--- config.mk ---
export PLATFORM = sky130hd
export DESIGN_NAME = mult8_err_monitor
export DESIGN_NICKNAME = d
export VERILOG_FILES = /design/src/rtl/mult8_err_monitor.sv
export SDC_FILE = /design/constraint.sdc
export NUM_CORES = 1
export LEC_CHECK = 0
export ABC_AREA = 1
export BUFFER_PORTS_ARGS = -buffer_cell sky130_fd_sc_hd__buf_2
export CORE_MARGIN = 5
export CORE_UTILIZATION = 50
export CTS_CLUSTER_DIAMETER = 200
export DETAILED_ROUTE_END_ITERATION = 7
export PLACE_DENSITY = 0.69
export SETUP_SLACK_MARGIN = 0.3
export SLEW_MARGIN = 25
export SYNTH_ARGS = -nofsm -noshare
export SYNTH_HDL_FRONTEND = slang
export SYNTH_SLANG_ARGS = --single-unit
--- constraint.sdc ---
create_clock -name clk -period 17.5 [get_ports clk]
set_input_delay 1.75 -clock clk [delete_from_list [all_inputs] [get_ports clk]]
set_output_delay 1.75 -clock clk [all_outputs]
set_load 0.03 [all_outputs]
--- src/rtl/mult8_err_monitor.sv ---
// Streaming error-statistics monitor for an approximate WIDTHxWIDTH multiplier.
// Optional feature macro SIGNED_BIAS_EN adds the signed error-bias accumulator output err_bias.
module mult8_err_monitor #(
    parameter int unsigned WIDTH = 8,
    parameter int unsigned CNT_W = 17,
    parameter int unsigned SUM_W = 32
) (
    input  logic               clk,
    input  logic               rst_n,
    input  logic               start,
    input  logic [CNT_W-1:0]   num_samples,
    input  logic               in_valid,
    output logic               in_ready,
    input  logic [WIDTH-1:0]   in_a,
    input  logic [WIDTH-1:0]   in_b,
    input  logic [2*WIDTH-1:0] in_p,
    output logic               busy,
    output logic               done,
    output logic [CNT_W-1:0]   err_count,
    output logic [SUM_W-1:0]   sum_abs_err,
    output logic [2*WIDTH-1:0] max_abs_err,
    output logic [WIDTH-1:0]   worst_a,
    output logic [WIDTH-1:0]   worst_b
`ifdef SIGNED_BIAS_EN
    ,
    output logic signed [SUM_W-1:0] err_bias
`endif
);
    localparam int unsigned PW    = 2 * WIDTH;
    localparam int unsigned ACC_W = ((SUM_W > PW) ? SUM_W : PW) + 1;
    localparam logic [SUM_W-1:0] SUM_MAX = '1;

    typedef enum logic [1:0] {IDLE, RUN, DRAIN, DONE} state_t;

    state_t           state_q, state_d;
    logic [CNT_W-1:0] n_q;
    logic [CNT_W-1:0] acc_cnt;
    logic             accept;
    logic             last_accept;
    logic             start_ok;

    logic             s1_valid;
    logic [WIDTH-1:0] s1_a, s1_b;
    logic [PW-1:0]    s1_p;
    logic             s2_valid;
    logic [WIDTH-1:0] s2_a, s2_b;
    logic [PW-1:0]    s2_abs;
    logic             s2_mis;

    logic [PW-1:0]    exact_c;
    logic [PW-1:0]    abs_c;
    logic [ACC_W-1:0] sum_ext_c;
    logic [SUM_W-1:0] sum_nxt_c;

    assign accept      = in_valid && in_ready;
    assign last_accept = accept && (acc_cnt == (n_q - CNT_W'(1)));
    assign start_ok    = start && ((state_q == IDLE) || (state_q == DONE));

    // Next-state logic; start only takes effect from IDLE or DONE.
    always_comb begin
        state_d = state_q;
        case (state_q)
            IDLE, DONE: begin
                if (start) state_d = (num_samples == '0) ? DONE : RUN;
            end
            RUN:     if (last_accept) state_d = DRAIN;
            DRAIN:   if (!s1_valid && !s2_valid) state_d = DONE;
            default: state_d = IDLE;
        endcase
    end

    always_ff @(posedge clk or negedge rst_n) begin
        if (!rst_n) state_q <= IDLE;
        else        state_q <= state_d;
    end

    // Status outputs registered from the next state so they track the FSM exactly.
    always_ff @(posedge clk or negedge rst_n) begin
        if (!rst_n) begin
            in_ready <= 1'b0;
            busy     <= 1'b0;
            done     <= 1'b0;
        end else begin
            in_ready <= (state_d == RUN);
            busy     <= (state_d == RUN) || (state_d == DRAIN);
            done     <= (state_d == DONE);
        end
    end

    // Window length and accepted-sample counter; the counter stops at N.
    always_ff @(posedge clk or negedge rst_n) begin
        if (!rst_n) begin
            n_q     <= '0;
            acc_cnt <= '0;
        end else if (start_ok) begin
            n_q     <= num_samples;
            acc_cnt <= '0;
        end else if (accept && (acc_cnt != n_q)) begin
            acc_cnt <= acc_cnt + CNT_W'(1);
        end
    end

    always_comb begin
        exact_c = PW'(s1_a) * PW'(s1_b);
        abs_c   = (s1_p >= exact_c) ? (s1_p - exact_c) : (exact_c - s1_p);
    end

    always_comb begin
        sum_ext_c = ACC_W'(sum_abs_err) + ACC_W'(s2_abs);
        sum_nxt_c = (sum_ext_c > ACC_W'(SUM_MAX)) ? SUM_MAX : SUM_W'(sum_ext_c);
    end

`ifdef SIGNED_BIAS_EN
    localparam int unsigned DW = PW + 1;
    localparam int unsigned BW = ((SUM_W > DW) ? SUM_W : DW) + 1;
    localparam logic signed [SUM_W-1:0] BIAS_MAX = {1'b0, {(SUM_W-1){1'b1}}};
    localparam logic signed [SUM_W-1:0] BIAS_MIN = {1'b1, {(SUM_W-1){1'b0}}};

    logic signed [DW-1:0]    diff_c;
    logic signed [DW-1:0]    s2_diff;
    logic signed [BW-1:0]    bias_ext_c;
    logic signed [SUM_W-1:0] bias_nxt_c;

    // Signed P - exact, then a saturating signed accumulate.
    always_comb begin
        diff_c     = $signed({1'b0, s1_p}) - $signed({1'b0, exact_c});
        bias_ext_c = BW'(err_bias) + BW'(s2_diff);
        if (bias_ext_c > BW'(BIAS_MAX))      bias_nxt_c = BIAS_MAX;
        else if (bias_ext_c < BW'(BIAS_MIN)) bias_nxt_c = BIAS_MIN;
        else                                 bias_nxt_c = SUM_W'(bias_ext_c);
    end
`endif

    // S1 captures the accepted triple; S2 holds the error terms.
    always_ff @(posedge clk or negedge rst_n) begin
        if (!rst_n) begin
            s1_valid <= 1'b0;
            s1_a     <= '0;
            s1_b     <= '0;
            s1_p     <= '0;
            s2_valid <= 1'b0;
            s2_a     <= '0;
            s2_b     <= '0;
            s2_abs   <= '0;
            s2_mis   <= 1'b0;
`ifdef SIGNED_BIAS_EN
            s2_diff  <= '0;
`endif
        end else begin
            s1_valid <= accept;
            if (accept) begin
                s1_a <= in_a;
                s1_b <= in_b;
                s1_p <= in_p;
            end
            s2_valid <= s1_valid;
            if (s1_valid) begin
                s2_a    <= s1_a;
                s2_b    <= s1_b;
                s2_abs  <= abs_c;
                s2_mis  <= (abs_c != '0);
`ifdef SIGNED_BIAS_EN
                s2_diff <= diff_c;
`endif
            end
        end
    end

    // S3: statistics; strict greater-than keeps the first worst sample on ties.
    always_ff @(posedge clk or negedge rst_n) begin
        if (!rst_n) begin
            err_count   <= '0;
            sum_abs_err <= '0;
            max_abs_err <= '0;
            worst_a     <= '0;
            worst_b     <= '0;
`ifdef SIGNED_BIAS_EN
            err_bias    <= '0;
`endif
        end else if (start_ok) begin
            err_count   <= '0;
            sum_abs_err <= '0;
            max_abs_err <= '0;
            worst_a     <= '0;
            worst_b     <= '0;
`ifdef SIGNED_BIAS_EN
            err_bias    <= '0;
`endif
        end else if (s2_valid) begin
            if (s2_mis) err_count <= err_count + CNT_W'(1);
            sum_abs_err <= sum_nxt_c;
            if (s2_abs > max_abs_err) begin
                max_abs_err <= s2_abs;
                worst_a     <= s2_a;
                worst_b     <= s2_b;
            end
`ifdef SIGNED_BIAS_EN
            err_bias <= bias_nxt_c;
`endif
        end
    end
endmodule

## Word level (Yosys, flattened, before mapping)

Cells that the tools add are included.

| word-level totals | value |
|---|---|
| bits in registers | 187 |
| latch bits | 0 |
| bits in writable memories | 0 |
| bits in read-only memories | 0 |
| input port bits | 53 |
| output and inout bits | 84 |
| logic and storage cells | 80 |
| memories kept | 0 |

| cells by class | value |
|---|---|
| $add $sub $neg | 6 |
| $mul | 1 |
| divide/modulo/power cells | 0 |
| $lt $le $gt $ge | 3 |
| equality and inequality tests | 8 |
| shift operators | 0 |
| muxes and demuxes | 23 |
| bitwise gates (word level) | 0 |
| reduce and logical (&&, ||, !) cells | 19 |

Operators by type and width:

| cell | number |
|---|---|
| $mux W32 | 3 |
| $mux W17 | 5 |
| $mux W16 | 4 |
| $mux W8 | 6 |
| $add A17 B1 Y17 const B | 2 |
| $add A32 B16 Y33 | 1 |
| $gt A33 B32 Y1 const B | 1 |
| $sub A16 B16 Y16 | 2 |
| $eq A17 B17 Y1 | 1 |
| $logic_not A17 Y1 | 1 |
| $ne A17 B17 Y1 | 1 |
| $sub A17 B1 Y17 const B | 1 |
| $ge A16 B16 Y1 | 1 |
| $gt A16 B16 Y1 | 1 |
| $mul A8 B8 Y16 | 1 |
| $reduce_bool A16 Y1 | 1 |
| $eq A2 B2 Y1 const B | 4 |
| $mux W2 | 4 |
| $reduce_bool A2 Y1 | 4 |
| $pmux W2 S3 | 1 |
| $logic_and A1 B1 Y1 | 5 |
| $eq A2 B1 Y1 const B | 2 |
| $reduce_and A2 Y1 | 2 |
| $logic_not A1 Y1 | 2 |
| other kinds (3) | 4 |

## Logic depth before layout (Yosys ltp)

| logic depth | value |
|---|---|
| depth after elaboration | 7 |
| depth in mapped cells | 38 |

## Worst setup path after synthesis

Ideal clock, no wire load.

| timing | value |
|---|---|
| kind | register to register |
| start point | register s1_a[0] |
| end point | register s2_mis |
| arrival | 5.736 ns |
| required time | 17.379 ns |
| slack | 11.643 ns |
| cell stages (with the launch flop) | 36 |
| buffers on the path | 2 |
| path through | dfrtp_1 -> clkbuf_1 -> nand2_1 -> fa_1 -> fa_1 -> inv_1 -> fa_1 -> inv_1 -> fa_1 -> inv_1 -> ha_1 -> inv_1 -> nor3_1 -> nand2_1 -> nand3_1 -> nand2_1 -> nand2_1 -> a21o_1 -> a21oi_1 -> or2_2 -> nand2_1 -> inv_1 -> ha_1 -> nand2_1 -> nor2_1 -> and2_4 -> nand2_2 -> inv_2 -> nor2_4 -> buf_6 -> nand2_2 -> nand2_1 -> nor2_1 -> nand2_1 -> nor2_1 -> a21oi_2 |

| on the way | value |
|---|---|
| word-level cells in the longest chain between the ends | 4 |

RTL lines:

| item | line | text |
|---|---|---|
| from (decl) | 43 | `logic [WIDTH-1:0] s1_a, s1_b;` |
| from (signal assigned) | 152 | `s1_a <= in_a;` |
| $mul A8 B8 Y16 (*) | 104 | `exact_c = PW'(s1_a) * PW'(s1_b);` |
| $sub A16 B16 Y16 or $ge A16 B16 Y1 (tied branches) | 105 | `abs_c = (s1_p >= exact_c) ? (s1_p - exact_c) : (exact_c - s1_p);` |
| $mux W16 (*) | 105 |  |
| $reduce_bool A16 Y1 (*) | 161 | `s2_mis <= (abs_c != '0);` |
| to (signal assigned) | 161 |  |
| to (decl) | 48 | `logic s2_mis;` |

Every way passes the cells marked *; elsewhere a longest branch is shown, timed or not.
A chain may end at the register's enable or synchronous reset.

## Worst setup path in the final report

| timing | value |
|---|---|
| start point | register s1_b[7] |
| end point | register s2_mis |

| on the way | value |
|---|---|
| word-level cells in the longest chain between the ends | 4 |

RTL lines:

| item | line | text |
|---|---|---|
| from (decl) | 43 |  |
| from (signal assigned) | 153 | `s1_b <= in_b;` |
| $mul A8 B8 Y16 (*) | 104 |  |
| $sub A16 B16 Y16 or $ge A16 B16 Y1 (tied branches) | 105 |  |
| $mux W16 (*) | 105 |  |
| $reduce_bool A16 Y1 (*) | 161 |  |

Marked as above.

==> impl_metrics.json <==
{
  "status": "finished, final reports clean",
  "clkTransAtPathRegs_ns": 0.07,
  "synth_top_family_by_area": "simple AND/OR/NAND/NOR gates",
  "initial_core_util": 0.504,
  "ant_nets": 0,
  "cp_max_fo": 16,
  "post_drt_wl_per_cell_um": 14.5,
  "tritoncts": "done",
  "use_met1": 0.301,
  "wl_um": 36600,
  "grt_pass1_vias": 12600,
  "cpPeakStageDelay_ns": 0.56,
  "rows": 62,
  "worstRegToRegCells": 31,
  "critical_path.startpoint": "s1_b[7]",
  "worst_pin_slew_ns": 0.951,
  "io_buffers": 136,
  "syn_avg_cell_area_um2": 7.11,
  "utilization": 0.558,
  "reg2reg_slack_ns": 11.01,
  "slowest_stage": "fa_1",
  "dp_hpwl_um": 28300,
  "relSlewSlack": 0.365,
  "layout.nets": 2325,
  "grtUsageTotal": 0.224,
  "ys_ff_latch": 187,
  "synthSimpleGateAreaFrac": 0.278,
  "clk_path_buf_depth": 2,
  "drt_iter0_drc": 871,
  "pre_cts_ws_ns": 11.07,
  "synth-xor-area-share": 0.0443,
  "n_antenna_cell": 0,
  "cp.arrival_ns": 6.83,
  "critical_path_class": "reg -> reg",
  "syn_area_mm2": 0.0144,
  "fin_tns_setup_ns": 0,
  "crit_path_frequent_cell": "nand2_1",
  "start_kind": "flop",
  "grt_use_met2": 0.370,
  "rsz0062_at_grt": "no",
  "clk_latency_ns": 0.45,
  "fin_skew_ns": 0.00788,
  "setup_viol": 0,
  "grt-busiest-layer": "met2",
  "final_layout_size_suffix_gt1_frac": 0.101,
  "synth.net_count": 2227,
  "grt_pass1_wl_um": 61000,
  "die_x_um": 180,
  "crit_end": "s2_mis",
  "synth_compound_area_frac": 0.0955,
  "drt_pre_antenna_iters": 5,
  "final_cell_area_mm2": 0.0160,
  "syn2layout_area_growth_pct": 10.8,
  "place_congestion": 0.923,
  "route.detailed.drc": 0,
  "vias_per_cell": 5.18,
  "yosys_warnings": 0,
  "r2r-end": "s2_mis",
  "die_h_um": 180,
  "required_ns": 17.84,
  "cts-hold-fix-buffers": 0,
  "rr_startpoint": "s1_b[7]",
  "seq_area_frac_synth": 0.325,
  "grt_start_max_net_pins": 71,
  "finalCriticalPeriod_ns": 6.49,
  "synth_cell_types": 48,
  "cap_violations": 0,
  "cts_made_buffers": 17,
  "vias": 13100,
  "ctsResizeCount": 0,
  "h-tree-depth": 4,
  "hold_class": "reg -> reg",
  "post-route-period-util": 0.371,
  "max_freq_mhz": 154,
  "hold_viol": 0,
  "overflow": 0,
  "worst_setup_path_end_kind": "flop",
  "use_met3": 0.0384,
  "syn_inst": 2029,
  "placed_cell_area_mm2": 0.0154,
  "synth_fa_ha_area_frac": 0.146,
  "cts_setup_buffers": 0,
  "synthMuxAreaShare": 0,
  "setup_slack_ns": 11.01,
  "cts.sinks": 187,
  "ios": 137,
  "die-area_mm2": 0.0323,
  "core_area_mm2": 0.0286,
  "drv_slew": 0,
  "antenna_found_initial": 0,
  "root_buffer": "clkbuf_16"
}
## cell usage in the layout, fill, tap and decap left out, types with 8 or more instances in the layout
cell type  synthesis  final
xnor2_1           17     17
nand3_1          110    109
buf_2              9    135
nand4_1           31     31
clkbuf_16          0     17
dfrtp_1          187    186
ha_1             106    106
o22ai_1           16     16
nand2_2           11     12
nor4_1            13     13
a21oi_1           74     74
o21ai_0          128    128
xor2_1            56     56
inv_1            347    347
or2_2              8      8
nor2_1           105    105
a21o_1             9      9
nand2_1          630    629
nor3_1            27     27
fa_1              39     39
## per-stage QoR
stage,hold WS (ns),instances
2_1_floorplan,0.352,2029
3_3_place_gp,0.475,2492
3_5_place_dp,0.480,2492
4_1_cts,0.498,2523
5_1_grt,0.520,2523
6_report,0.500,2523
## Yosys cell counts (all sizes together)
cell / count / share of area
dfrtp: 187 / 0.32
inv: 352 / 0.092
o21bai: 2 / 0.0010
fa: 39 / 0.054
a31oi: 2 / 0.00087
o2111ai: 1 / 0.00061
o22ai: 16 / 0.0069
a31o: 1 / 0.00061
nor2: 109 / 0.030
xnor2: 17 / 0.010
nor4: 15 / 0.0080
a21oi: 79 / 0.029
o31ai: 5 / 0.0026
nand3: 111 / 0.039
a211oi: 2 / 0.0010
and2: 6 / 0.0028
a21boi: 1 / 0.00052
ha: 106 / 0.092
nor3b: 1 / 0.00052
nand3b: 3 / 0.0016
buf: 17 / 0.0073
clkbuf: 46 / 0.012
nand4: 31 / 0.013
o211ai: 2 / 0.0010
nor3: 28 / 0.010
clkinv: 1 / 0.00035
a32o: 1 / 0.00069
o21ai: 133 / 0.046
or2: 8 / 0.0035
a21o: 9 / 0.0047
xor2: 56 / 0.034
nand2: 642 / 0.17
## registers in the layout (all words and copies together), names as in the netlist, 16 cells and up
signal       flops
err_count       17
s1_p            16
n_q             17
max_abs_err     16
sum_abs_err     32
s2_abs          16
acc_cnt         17
## worst max-delay path, delay by kind of cell (launching register included)
kind                       cells  cell delay, ns
AOI/OAI and AO/OA              4            0.45
adders and majority gates      6            2.90
buffers and inverters          5            0.30
DFF                            1            0.54
and+or+nand+nor               16            2.21
## area by class of cell
| cell class | count | area, um^2 |
|---|---|---|
| Tap cell | 384 | 480 |
| Timing Repair Buffer | 142 | 734 |
| Sequential cell | 187 | 4680 |
| Fill cell | 2725 | 12600 |
| Multi-Input combinational cell | 1426 | 8140 |
| Inverter | 353 | 1330 |
| Clock inverter | 13 | 189 |
| Clock buffer | 18 | 429 |
## kinds of logic (layout without fill, tap and decap cells)
family | count (synthesis) | after routing
compound gates | 254 | 254
xor+xnor | 73 | 73
fa+ha+maj | 145 | 145
buf+inv | 416 | 526
flops | 187 | 187
simple gates | 954 | 954
## worst min path at each step
stage,from,endpoint,slack [ns],depth (start not counted)
after floorplan,s1_valid,s2_valid,0.35,0
after global placement,s1_p[15],s1_p[15],0.47,2
after detailed placement,s1_p[15],s1_p[15],0.48,2
after CTS,err_count[15],err_count[15],0.50,1
after global routing,s1_p[15],s1_p[15],0.52,2
final,n_q[16],n_q[16],0.50,2
## routing by layer
layer  up-vias  part of all wire
met5         -                 0
li1       6544                 -
met3        67             0.046
met4         0             0.028
met2       320              0.47
met1      6144              0.45
Power is not shown: default switching activity piles up to over one toggle a cycle in this logic, so the estimate is an artifact.
